`src/rtl/ex_flag_if.sv`:
```
// EX flag stage bus: ALU-side inputs, stage control and registered outputs.
// Master drives ALU results and control; slave is the flag stage.
interface ex_flag_if #(
  parameter int WIDTH = 16
);
  logic             in_valid;
  logic [3:0]       op;
  logic [WIDTH-1:0] A;
  logic [WIDTH-1:0] B;
  logic [WIDTH-1:0] alu_out;
  logic             stall;
  logic             flush;
  logic             out_valid;
  logic [WIDTH-1:0] result;
  logic [3:0]       op_q;
  logic             flag_z;
  logic             flag_v;
  logic             flag_n;
  logic             halted;

  modport master (
    output in_valid, op, A, B, alu_out,
    output stall, flush,
    input  out_valid, result, op_q,
    input  flag_z, flag_v, flag_n, halted
  );

  modport slave (
    input  in_valid, op, A, B, alu_out,
    input  stall, flush,
    output out_valid, result, op_q,
    output flag_z, flag_v, flag_n, halted
  );
endinterface

```
`src/rtl/ex_flag_stage.sv`:
```
// EX back end: registers ALU result into EX/MEM and
// maintains Z/V/N flags, stall/flush and sticky halt.
module ex_flag_stage #(
  parameter int WIDTH = 16
) (
  input logic      clk,
  input logic      rst_n,
  ex_flag_if.slave bus
);
  localparam logic [3:0] OP_ADD = 4'b0000;
  localparam logic [3:0] OP_SUB = 4'b0001;
  localparam logic [3:0] OP_XOR = 4'b0010;
  localparam logic [3:0] OP_SLL = 4'b0100;
  localparam logic [3:0] OP_SRA = 4'b0101;
  localparam logic [3:0] OP_ROR = 4'b0110;
  localparam logic [3:0] OP_HLT = 4'b1111;
  localparam int MSB = WIDTH - 1;

  typedef enum logic {RUN, HALTED} state_t;

  state_t           state_q, state_d;
  logic             out_valid_q, out_valid_d;
  logic [WIDTH-1:0] result_q, result_d;
  logic [3:0]       op_q, op_d;
  logic             z_q, z_d;
  logic             v_q, v_d;
  logic             n_q, n_d;

  logic [WIDTH-1:0] raw_sum;
  logic [WIDTH-1:0] raw_diff;
  logic             v_add;
  logic             v_sub;
  logic             is_add;
  logic             is_sub;
  logic             is_zonly;

  assign raw_sum  = bus.A + bus.B;
  assign raw_diff = bus.A - bus.B;
  assign v_add = (bus.A[MSB] == bus.B[MSB])
               & (raw_sum[MSB] != bus.A[MSB]);
  assign v_sub = (bus.A[MSB] != bus.B[MSB])
               & (raw_diff[MSB] != bus.A[MSB]);

  assign is_add   = (bus.op == OP_ADD);
  assign is_sub   = (bus.op == OP_SUB);
  assign is_zonly = (bus.op == OP_XOR)
                  | (bus.op == OP_SLL)
                  | (bus.op == OP_SRA)
                  | (bus.op == OP_ROR);

  // Next state: halt/flush/stall priority, then accept with flag update
  always_comb begin
    state_d     = state_q;
    out_valid_d = out_valid_q;
    result_d    = result_q;
    op_d        = op_q;
    z_d         = z_q;
    v_d         = v_q;
    n_d         = n_q;
    if (state_q == HALTED) begin
      out_valid_d = 1'b0;
    end else if (bus.flush) begin
      out_valid_d = 1'b0;
    end else if (bus.stall) begin
      out_valid_d = out_valid_q;
    end else if (bus.in_valid) begin
      out_valid_d = 1'b1;
      result_d    = bus.alu_out;
      op_d        = bus.op;
      unique case (1'b1)
        is_add: begin
          z_d = (bus.alu_out == '0);
          n_d = bus.alu_out[MSB];
          v_d = v_add;
        end
        is_sub: begin
          z_d = (bus.alu_out == '0);
          n_d = bus.alu_out[MSB];
          v_d = v_sub;
        end
        is_zonly: begin
          z_d = (bus.alu_out == '0);
        end
        default: ;
      endcase
      if (bus.op == OP_HLT) state_d = HALTED;
    end else begin
      out_valid_d = 1'b0;
    end
  end

  // State and EX/MEM registers
  always_ff @(posedge clk or negedge rst_n) begin
    if (!rst_n) begin
      state_q     <= RUN;
      out_valid_q <= 1'b0;
      result_q    <= '0;
      op_q        <= '0;
      z_q         <= 1'b0;
      v_q         <= 1'b0;
      n_q         <= 1'b0;
    end else begin
      state_q     <= state_d;
      out_valid_q <= out_valid_d;
      result_q    <= result_d;
      op_q        <= op_d;
      z_q         <= z_d;
      v_q         <= v_d;
      n_q         <= n_d;
    end
  end

  assign bus.out_valid = out_valid_q;
  assign bus.result    = result_q;
  assign bus.op_q      = op_q;
  assign bus.flag_z    = z_q;
  assign bus.flag_v    = v_q;
  assign bus.flag_n    = n_q;
  assign bus.halted    = (state_q == HALTED);
endmodule

```
`src/flat_wrapper.sv`:
```
// flat-port wrapper written by rule: the top's interface ports become plain ports
module ex_flag_stage_flat 
#(
  parameter int WIDTH = 16
)
  (clk, rst_n, bus_in_valid, bus_op, bus_A, bus_B, bus_alu_out, bus_stall, bus_flush, bus_out_valid, bus_result, bus_op_q, bus_flag_z, bus_flag_v, bus_flag_n, bus_halted);
  ex_flag_if #(.WIDTH(WIDTH)) bus_i ();
  input logic clk;
  input logic rst_n;
  input wire logic [$bits(bus_i.in_valid)-1:0] bus_in_valid;
  input wire logic [$bits(bus_i.op)-1:0] bus_op;
  input wire logic [$bits(bus_i.A)-1:0] bus_A;
  input wire logic [$bits(bus_i.B)-1:0] bus_B;
  input wire logic [$bits(bus_i.alu_out)-1:0] bus_alu_out;
  input wire logic [$bits(bus_i.stall)-1:0] bus_stall;
  input wire logic [$bits(bus_i.flush)-1:0] bus_flush;
  output wire logic [$bits(bus_i.out_valid)-1:0] bus_out_valid;
  output wire logic [$bits(bus_i.result)-1:0] bus_result;
  output wire logic [$bits(bus_i.op_q)-1:0] bus_op_q;
  output wire logic [$bits(bus_i.flag_z)-1:0] bus_flag_z;
  output wire logic [$bits(bus_i.flag_v)-1:0] bus_flag_v;
  output wire logic [$bits(bus_i.flag_n)-1:0] bus_flag_n;
  output wire logic [$bits(bus_i.halted)-1:0] bus_halted;
  assign bus_i.in_valid = bus_in_valid;
  assign bus_i.op = bus_op;
  assign bus_i.A = bus_A;
  assign bus_i.B = bus_B;
  assign bus_i.alu_out = bus_alu_out;
  assign bus_i.stall = bus_stall;
  assign bus_i.flush = bus_flush;
  assign bus_out_valid = bus_i.out_valid;
  assign bus_result = bus_i.result;
  assign bus_op_q = bus_i.op_q;
  assign bus_flag_z = bus_i.flag_z;
  assign bus_flag_v = bus_i.flag_v;
  assign bus_flag_n = bus_i.flag_n;
  assign bus_halted = bus_i.halted;
  ex_flag_stage #(.WIDTH(WIDTH)) u_core (.clk(clk), .rst_n(rst_n), .bus(bus_i));
endmodule
```
`config.mk`:
```
export PLATFORM = sky130hd
export DESIGN_NAME = ex_flag_stage_flat
export DESIGN_NICKNAME = d
export VERILOG_FILES = /design/src/rtl/ex_flag_if.sv /design/src/rtl/ex_flag_stage.sv /design/src/flat_wrapper.sv
export SDC_FILE = /design/constraint.sdc
export NUM_CORES = 1
export LEC_CHECK = 0
export ABC_AREA = 1
export ABC_CLOCK_PERIOD_IN_PS = 1200
export CORE_ASPECT_RATIO = 0.8
export CORE_MARGIN = 1.5
export CORE_UTILIZATION = 38
export DETAILED_ROUTE_END_ITERATION = 8
export PLACE_DENSITY = 0.77
export SLEW_MARGIN = 40
export SYNTH_ARGS = -nofsm -noshare
export SYNTH_HDL_FRONTEND = slang
export SYNTH_SLANG_ARGS = --single-unit
```
`constraint.sdc`:
```
create_clock -name clk -period 1.2 [get_ports clk]
set_input_delay 0.24 -clock clk [delete_from_list [all_inputs] [get_ports clk]]
set_output_delay 0.24 -clock clk [all_outputs]
set_load 0.01 [all_outputs]
```
## Word-level counts from Yosys, hierarchy flattened

Index checks and enable logic that the tools add are counted.

- Register bits after elaboration: 25
- Bits of input ports: 57

- Add/sub/neg operators: 2
- Eq/ne operators: 11
- Multiplexer cells: 10
- Bitwise gates (word level): 8
- Reductions and logical operators: 9

Operators by type and width:

| operator | count |
|---|---|
| $add 16x16->16 | 1 |
| $logic_not 16->1 | 1 |
| $sub 16x16->16 | 1 |
| $reduce_and 5->1 | 3 |
| $eq 4x3->1 const B | 3 |
| $mux 1 | 9 |
| $eq 4x1->1 const B | 1 |
| $eq 4x2->1 const B | 1 |
| $eq 4x4->1 const B | 1 |
| $logic_not 4->1 | 1 |
| $reduce_and 4->1 | 1 |
| $ne 1x1->1 | 3 |
| $ne 3x1->1 const B | 1 |
| $not 1->1 | 3 |
| $or 1x1->1 | 3 |
| $reduce_or 3->1 | 1 |
| $and 1x1->1 | 2 |
| $pmux 1 s2 | 1 |
| $reduce_bool 2->1 | 1 |
| $reduce_or 2->1 | 1 |
| $eq 1x1->1 | 1 |

## Longest topological paths before layout

Gate-level depths: netlist of run 1.

- Word-level depth: 6
- Depth in mapped cells: 15
- Mapped depth without buffers: 15

## Worst setup path before layout of run 1

No wires, ideal clock.

- Path type: input port to flip-flop
- Start: input bus_B[14]
- End: register u_core.v_q, in the netlist u_core.bus.flag_v
- Library setup time: 0.116 ns
- Arrival: 1.291 ns
- Data required time: 1.084 ns
- Path slack: -0.208 ns
- Cell stages on the path: 12
- Cells stage by stage: inv_1 -> ha_1 -> nor2_1 -> nand2_1 -> nor3_1 -> nand2_1 -> nand2_1 -> nand2_1 -> nand3_1 -> nand2_1 -> nand2_1 -> nand2_1

- Cells in the longest elaborated chain, start to end: 4
- Elaborated cells between the ends (all ways): 7
- Those cells by class: add/sub (2); eq/ne (2); mux (1); bitwise (2)

RTL lines:

| item | RTL line | text |
|---|---|---|
| from (decl) | flat_wrapper.sv:13 | `input wire logic [$bits(bus_i.B)-1:0] bus_B;` |
| $sub 16x16->16 or $add 16x16->16 (tied branches) | ex_flag_stage.sv:38, ex_flag_stage.sv:37 |  |
| $ne 1x1->1, on equally long branches | ex_flag_stage.sv:42, ex_flag_stage.sv:40 |  |
| $and 1x1->1, on equally long branches | ex_flag_stage.sv:42, ex_flag_stage.sv:40 |  |
| $pmux 1 s2 * | ex_flag_stage.sv:70 | `unique case (1'b1)` |
| to (signal assigned) | ex_flag_stage.sv:108 | `v_q <= v_d;` |
| to (decl) | ex_flag_stage.sv:26 | `logic v_q, v_d;` |

Every way passes the cells marked *; elsewhere a longest branch is shown, timed or not.
A chain may end at the register's enable or synchronous reset.

## Worst setup path after layout of run 1

- Start: input bus_B[2]
- End: register u_core.v_q, in the netlist u_core.bus.flag_v

The elaborated chain is that of the path after synthesis.

==> run_results.csv, run 1 <==
group,metric,value,unit
power,worst_ir_drop_vdd,0.7232,mV
detailed_routing,drt-pass1-iter-count,4,
worst_setup_path,reg2reg_depth,4,
clock_tree,clock_sinks,25,
floorplan,num_io_pins,82,
job,drv.max_cap_violation_count,0,
outcome,outcome,"finished, violations left",
worst_setup_path,crit_path_max_incr_delay,0.28,ns
clock_tree,root_buffer,"clkbuf_8",
detailed_routing,vias_per_cell,4.575,
global_route,first_global_vias,1865,
global_route,grt_first_pass_wirelength,8252,microns
worst_setup_path,timing.critical_path.cells,"buf_4, inv_8, ha_4, inv_2, a21oi_1, nand2_1, nand2_1, nand2_1, nand2_2, nand3_1, nand3_1, nand2_1, nand2_1, nand2_1",
floorplan,floorplan.core_area,4597,sq um
synthesis,seq_area_frac_synth,34.22,%
worst_setup_path,cp-start-kind,"input port",
synthesis,ys_top_cells_by_count,"66 x nand2_1, 56 x inv_1, 28 x ha_1",
synthesis,post-synth-top-count-cell,"nand2_1",
place,i_o_buffers,81,
detailed_routing,vias,1926,
floorplan,initial_core_util,39.77,%
cells_and_area,antenna-diode-count,0,
global_route,grt_overflow_total,0,
synthesis,register_bit_count_reported_by_yosys,25,
worst_setup_path,cp_common_cell,"nand2_1",
detailed_routing,drtAntennaViolNets,0,
cells_and_area,drive_gt1_share,38.50,%
worst_setup_path,endpoint_kind,"register",
power,total_power,2.769,mW
timing,min_period,1.238,ns
synthesis,synth_area_per_cell,7.341,sq um
worst_setup_path,path_class,"input port to register",
worst_setup_path,path_buf_inv,3,
global_route,largest_net_degree_at_the_start_of_global_routing,26,
synthesis,synth_warnings,0,
cells_and_area,finish.net_count,447,
timing,slew_headroom,84.64,%
timing,tightest_slew,0.2283,ns
clock_tree,clk_transition_reported_paths,0.09,ns
synthesis,synthesis.instances,249,
synthesis,synth_top_area_cell,"dfrtp_1",
hold_path,hp-class,"input port to asynchronous set/reset pin",
worst_setup_path,critical_path_peak_fanout,4,
power,power.density,848.8,nW/um^2
detailed_routing,wirelength,5079,microns
worst_setup_path,worst-endpoint-arrival,1.41,ns
detailed_routing,detail_route.iter0.violations,98,
synthesis,synth_async_sr_flop_share,100.0,%
clock_tree,cts_tree,"done",
synthesis,synth-edff-count,0,
floorplan,die-height,65.04,microns
floorplan,row_count,22,
cells_and_area,area_growth_syn_to_layout,78.44,%
synthesis,synthesis.nets,334,
worst_setup_path,critical_path.reg2reg.endpoint,"u_core.bus.flag_z",
timing,final.hold.worst_slack,0.3080,ns
synthesis,synth.lib_cells_used.distinct,20,
synthesis,synth_top_area_share,34.22,%
timing,final.period_utilization,103.2,%
synthesis,post_synth_top_flop,"dfrtp_1",
outcome,failed_checks,"negative setup slack",
timing,fin_worst_skew,0.007764,ns
detailed_routing,detail_route.wl_per_cell,12.06,microns
cells_and_area,n_fill_cell,370,
place,gp_congestion,0.7921,
worst_setup_path,r2r_start,"u_core.bus.halted",
timing,setup-violations-final,2,
timing,pnr_worst_setup_slack,-0.03825,ns
worst_setup_path,cpMaxStageDelayCell,"ha_4",
global_route,globalRouteTotalUtil,20.20,%
clock_tree,clk_latency,0.27,ns
detailed_routing,drcViolationCount,0,
power,static-leakage-power,1.688,nW
synthesis,post_synth_main_area_contributors,"dfrtp_1 34%, ha_1 19%, nand2_1 14%, inv_1 11%, o21ai_0 5.5%",
worst_setup_path,crit_cells,14,
global_route,grt_antenna_before_repair,0,
floorplan,die_w,80.55,microns
timing,timing.final.max_slew_violations,0,
synthesis,post_synth_instance_area,1828,sq um
clock_tree,cts_buffers,3,
timing,finalHoldViolations,0,
clock_tree,htree_levels,1,
timing,rsz0062_at_grt,"yes",
clock_tree,cts_buffer_depth,2,
place,dp_hpwl,3818,microns
worst_setup_path,required,1.37,ns
floorplan,die-area,5238,sq um
worst_setup_path,worst_path_top_cell_family_by_delay,"simple AND/OR/NAND/NOR gates",
place,preCtsSetupSlack,-0.7989,ns
worst_setup_path,regToRegSetupSlack,-0.03,ns
timing,achievable-frequency,807.6,MHz
sequential cells by signal (all words and copies together), names as in the netlist:
| signal | flops |
|---|---|
| u_core.bus.result | 16 |
| u_core.bus.op_q | 4 |
| u_core.bus.flag_n | 1 |
| u_core.bus.flag_v | 1 |
| u_core.bus.flag_z | 1 |
| u_core.bus.halted | 1 |
| u_core.bus.out_valid | 1 |
how the worst max path moves through the flow:
stage,from,endpoint
final,bus_B[2],u_core.bus.flag_v
after global placement,bus_B[2],u_core.bus.flag_v
after detailed placement,bus_B[2],u_core.bus.flag_v
after floorplan,bus_B[2],u_core.bus.flag_v
after CTS,bus_B[7],u_core.bus.flag_v
after global routing,bus_A[8],u_core.bus.flag_v
through the flow:
stage | instances | cell area [sq um] | utilization (%) | TNS [ns]
2_1_floorplan | 249 | 2008 | - | -0.06539
3_3_place_gp | 404 | 3023 | 65.76 | -8.401
3_5_place_dp | 404 | 3023 | 65.76 | -8.622
4_1_cts | 415 | 3108 | 67.61 | -0.2141
5_1_grt | 421 | 3262 | 70.96 | -0.3419
6_report | 421 | 3262 | 70.96 | -0.07284
per-layer routing:
metal	vias up	global-route usage, %	share of wire [%]
met3	5	3.803	5.1
met4	0	5.172	0.83
li1	991	-	-
met1	888	24.87	41
met2	42	36.03	53
met5	-	0	0
area by class of cell:
| cell class | instances | area (sq um) | area share [%] |
|---|---|---|---|
| repair buffers | 112 | 983.4 | 30.15 |
| multi-input cells | 164 | 1310 | 40.16 |
| well taps | 60 | 75.07 | 2.301 |
| flip-flops and latches | 25 | 625.6 | 19.18 |
| clock buffers | 4 | 45.04 | 1.381 |
| inverters | 56 | 222.7 | 6.828 |
repair_timing:
item	4_1_cts	5_1_grt
setup endpoints to repair	41	35
gates resized for setup	82	139
hold buffers	0	0
pin swaps	12	35
setup buffers	7	7
kinds of logic (layout without fill, tap and decap cells):
group                      after synthesis  in the layout  share of synthesized area (%)
adders and majority gates               28             28                          19.17
muxes                                    3              3                          1.848
AOI/OAI and AO/OA                       35             35                          10.20
buffers and inverters                   60            172                          12.53
DFF                                     25             25                          34.22
and+or+nand+nor                         98             98                          22.04
layout by cell type (no fill, tap or decap), types with 5 or more instances in the layout:
master and count:
dfrtp_1 25, nand2_1 52, nor2_4 5, inv_2 17, o21ai_0 16, nand4_1 5
a21oi_2 8, dlygate4sd2_1 5, nor2_2 6, ha_4 14, clkdlybuf4s15_1 22, nand2_2 12
nand3_1 6, buf_4 28, clkdlybuf4s50_1 23, inv_1 36, clkbuf_2 18, buf_6 11
ha_1 14
power breakdown:
group	internal (mW)	total, mW	switching (mW)
Combinational	0.655	1.20	0.550
Clock	0.238	0.509	0.271
Sequential	0.975	1.06	0.0800
Note: power is estimated with default switching activity, not from simulation.
==> run 2: changes to the inputs <==
--- a/config.mk
+++ b/config.mk
@@ -7,11 +7,9 @@
 export LEC_CHECK = 0
 export ABC_AREA = 1
 export ABC_CLOCK_PERIOD_IN_PS = 1200
-export CORE_ASPECT_RATIO = 0.8
 export CORE_MARGIN = 1.5
-export CORE_UTILIZATION = 38
+export CORE_UTILIZATION = 30
 export DETAILED_ROUTE_END_ITERATION = 8
-export PLACE_DENSITY = 0.77
 export SLEW_MARGIN = 40
 export SYNTH_ARGS = -nofsm -noshare
 export SYNTH_HDL_FRONTEND = slang
==> run_results.csv, run 2 (synthesis results as in run 1) <==
group,metric,value,unit
outcome,outcome,"finished, violations left",
outcome,failed_checks,"negative setup slack",
power,worst_ir_drop_vdd,0.7278,mV
cells_and_area,area_growth_syn_to_layout,80.01,%
timing,setup-tns-final,-0.2507,ns
worst_setup_path,crit_path_max_incr_delay,0.45,ns
power,total_power,2.719,mW
clock_tree,root_buffer,"clkbuf_8",
timing,rsz0062_at_grt,"yes",
timing,pnr_worst_setup_slack,-0.06167,ns
detailed_routing,vias_per_cell,4.310,
floorplan,floorplan.core_area,5886,sq um
timing,finalHoldViolations,0,
worst_setup_path,cp-start-kind,"input port",
global_route,largest_net_degree_at_the_start_of_global_routing,26,
place,post_dp_cell_area,3084,sq um
cells_and_area,final_design_area_no_fill,3291,sq um
place,i_o_buffers,81,
timing,timing.final.max_slew_violations,0,
floorplan,die_w,81.06,microns
clock_tree,clk_transition_reported_paths,0.08,ns
floorplan,row_count,28,
timing,min_period,1.262,ns
floorplan,initial_core_util,31.06,%
floorplan,num_io_pins,82,
cells_and_area,drive_gt1_share,35.85,%
detailed_routing,detail_route.iter0.violations,54,
clock_tree,clock_sinks,25,
detailed_routing,drt-pass1-iter-count,4,
power,static-leakage-power,1.682,nW
detailed_routing,drtAntennaViolNets,0,
global_route,grt_antenna_before_repair,0,
global_route,grt_overflow_total,0,
global_route,grt_first_pass_wirelength,7134,microns
cells_and_area,finish.net_count,443,
cells_and_area,layout.cells.most_common,"nand2_1",
clock_tree,cts_buffer_depth,2,
cells_and_area,antenna-diode-count,0,
cells_and_area,largest_reg_flops,16,
timing,achievable-frequency,792.6,MHz
global_route,globalRouteTotalUtil,13.73,%
worst_setup_path,critical_path_peak_fanout,5,
worst_setup_path,required,1.36,ns
hold_path,hp-class,"input port to asynchronous set/reset pin",
timing,final.hold.worst_slack,0.3142,ns
worst_setup_path,cpMaxStageDelayCell,"clkdlybuf4s50_1",
place,gp_congestion,0.7163,
global_route,first_global_vias,1665,
timing,setup-violations-final,7,
floorplan,die-area,6571,sq um
power,power.density,826.3,nW/um^2
place,dp_hpwl,3672,microns
timing,fin_worst_skew,0.002954,ns
clock_tree,cts_tree,"done",
worst_setup_path,path_buf_inv,4,
worst_setup_path,path_class,"input port to register",
clock_tree,cts_buffers,3,
worst_setup_path,endpoint_kind,"register",
detailed_routing,detail_route.wl_per_cell,10.81,microns
clock_tree,clk_latency,0.27,ns
floorplan,die-height,81.06,microns
worst_setup_path,regToRegSetupSlack,-0.06,ns
timing,tightest_slew,0.2224,ns
timing,slew_headroom,85.04,%
detailed_routing,wirelength,4669,microns
detailed_routing,vias,1862,
worst_setup_path,timing.critical_path.cells,"clkdlybuf4s50_1, inv_1, nand2_1, inv_2, nand2_4, buf_6, mux2_2",
timing,final.period_utilization,105.1,%
worst_setup_path,worst-endpoint-arrival,1.42,ns
job,drv.max_cap_violation_count,0,
clock_tree,htree_levels,1,
worst_setup_path,worst_path_top_cell_family_by_delay,"buffers and inverters",
detailed_routing,drcViolationCount,0,
cells_and_area,layout.cells.most_common_list,"55 x nand2_1, 36 x inv_1, 26 x clkdlybuf4s50_1",
==> run 2: cell type report <==
type	count	area, sq um
fillers	567	2595
well taps	75	93.84
repair buffers	108	1002
flip-flops and latches	25	625.6
multi-input cells	164	1301
clock buffers	4	45.04
inverters	56	222.7
==> run 2: through the flow <==
stage	setup WS (ns)	instances	utilization, %
5_1_grt	-0.1419	432	55.91
3_5_place_dp	-0.8122	423	52.40
6_report	-0.06167	432	55.91
2_1_floorplan	-0.06539	249	-
4_1_cts	-0.1624	429	53.61
3_3_place_gp	-0.7663	423	52.40
==> run 2: path summary, 6_finish.rpt <==
| check | startpoint | to | cells past startpoint |
|---|---|---|---|
| max in group asynchronous | rst_n | u_core.bus.op_q[2] | 2 |
| worst max register to register | u_core.bus.halted | u_core.bus.flag_z | 5 |
| worst min register to register | u_core.bus.flag_v | u_core.bus.flag_v | 2 |
| worst max-delay path | bus_flush | u_core.bus.op_q[3] | 7 |
| worst min-delay path | rst_n | u_core.bus.result[1] | 2 |
| min in group clk | u_core.bus.flag_v | u_core.bus.flag_v | 2 |
==> run 2: worst reg2reg max path, stage by stage, from the launching register on <==
cell,delay [ns]
dfrtp_1,0.41
buf_6,0.14
nor2_4,0.09
nand2_4,0.07
nor3_4,0.13
mux2_4,0.31
==> run 2: repair_timing <==
action	in CTS	in global routing
hold buffers	0	0
setup endpoints to repair	36	37
gates cloned	0	2
buffers inserted	2	2
resized for setup	87	129
pin swaps	10	36
==> run 2: per-layer routing <==
layer / part of all wire (%) / routed length (microns) / vias up / track usage [%]
met3: 4.1 / 190 / 5 / 2.022
met2: 52 / 2409 / 40 / 24.42
met5: 0 / 0 / - / 0
li1: - / - / 984 / -
met4: 0.41 / 19 / 0 / 2.069
met1: 44 / 2049 / 833 / 17.86
==> run 2: report_power, final <==
| group | internal (mW) | switching, mW | total, mW |
|---|---|---|---|
| registers | 0.975 | 0.0782 | 1.05 |
| logic | 0.638 | 0.530 | 1.17 |
| clock network | 0.238 | 0.260 | 0.498 |
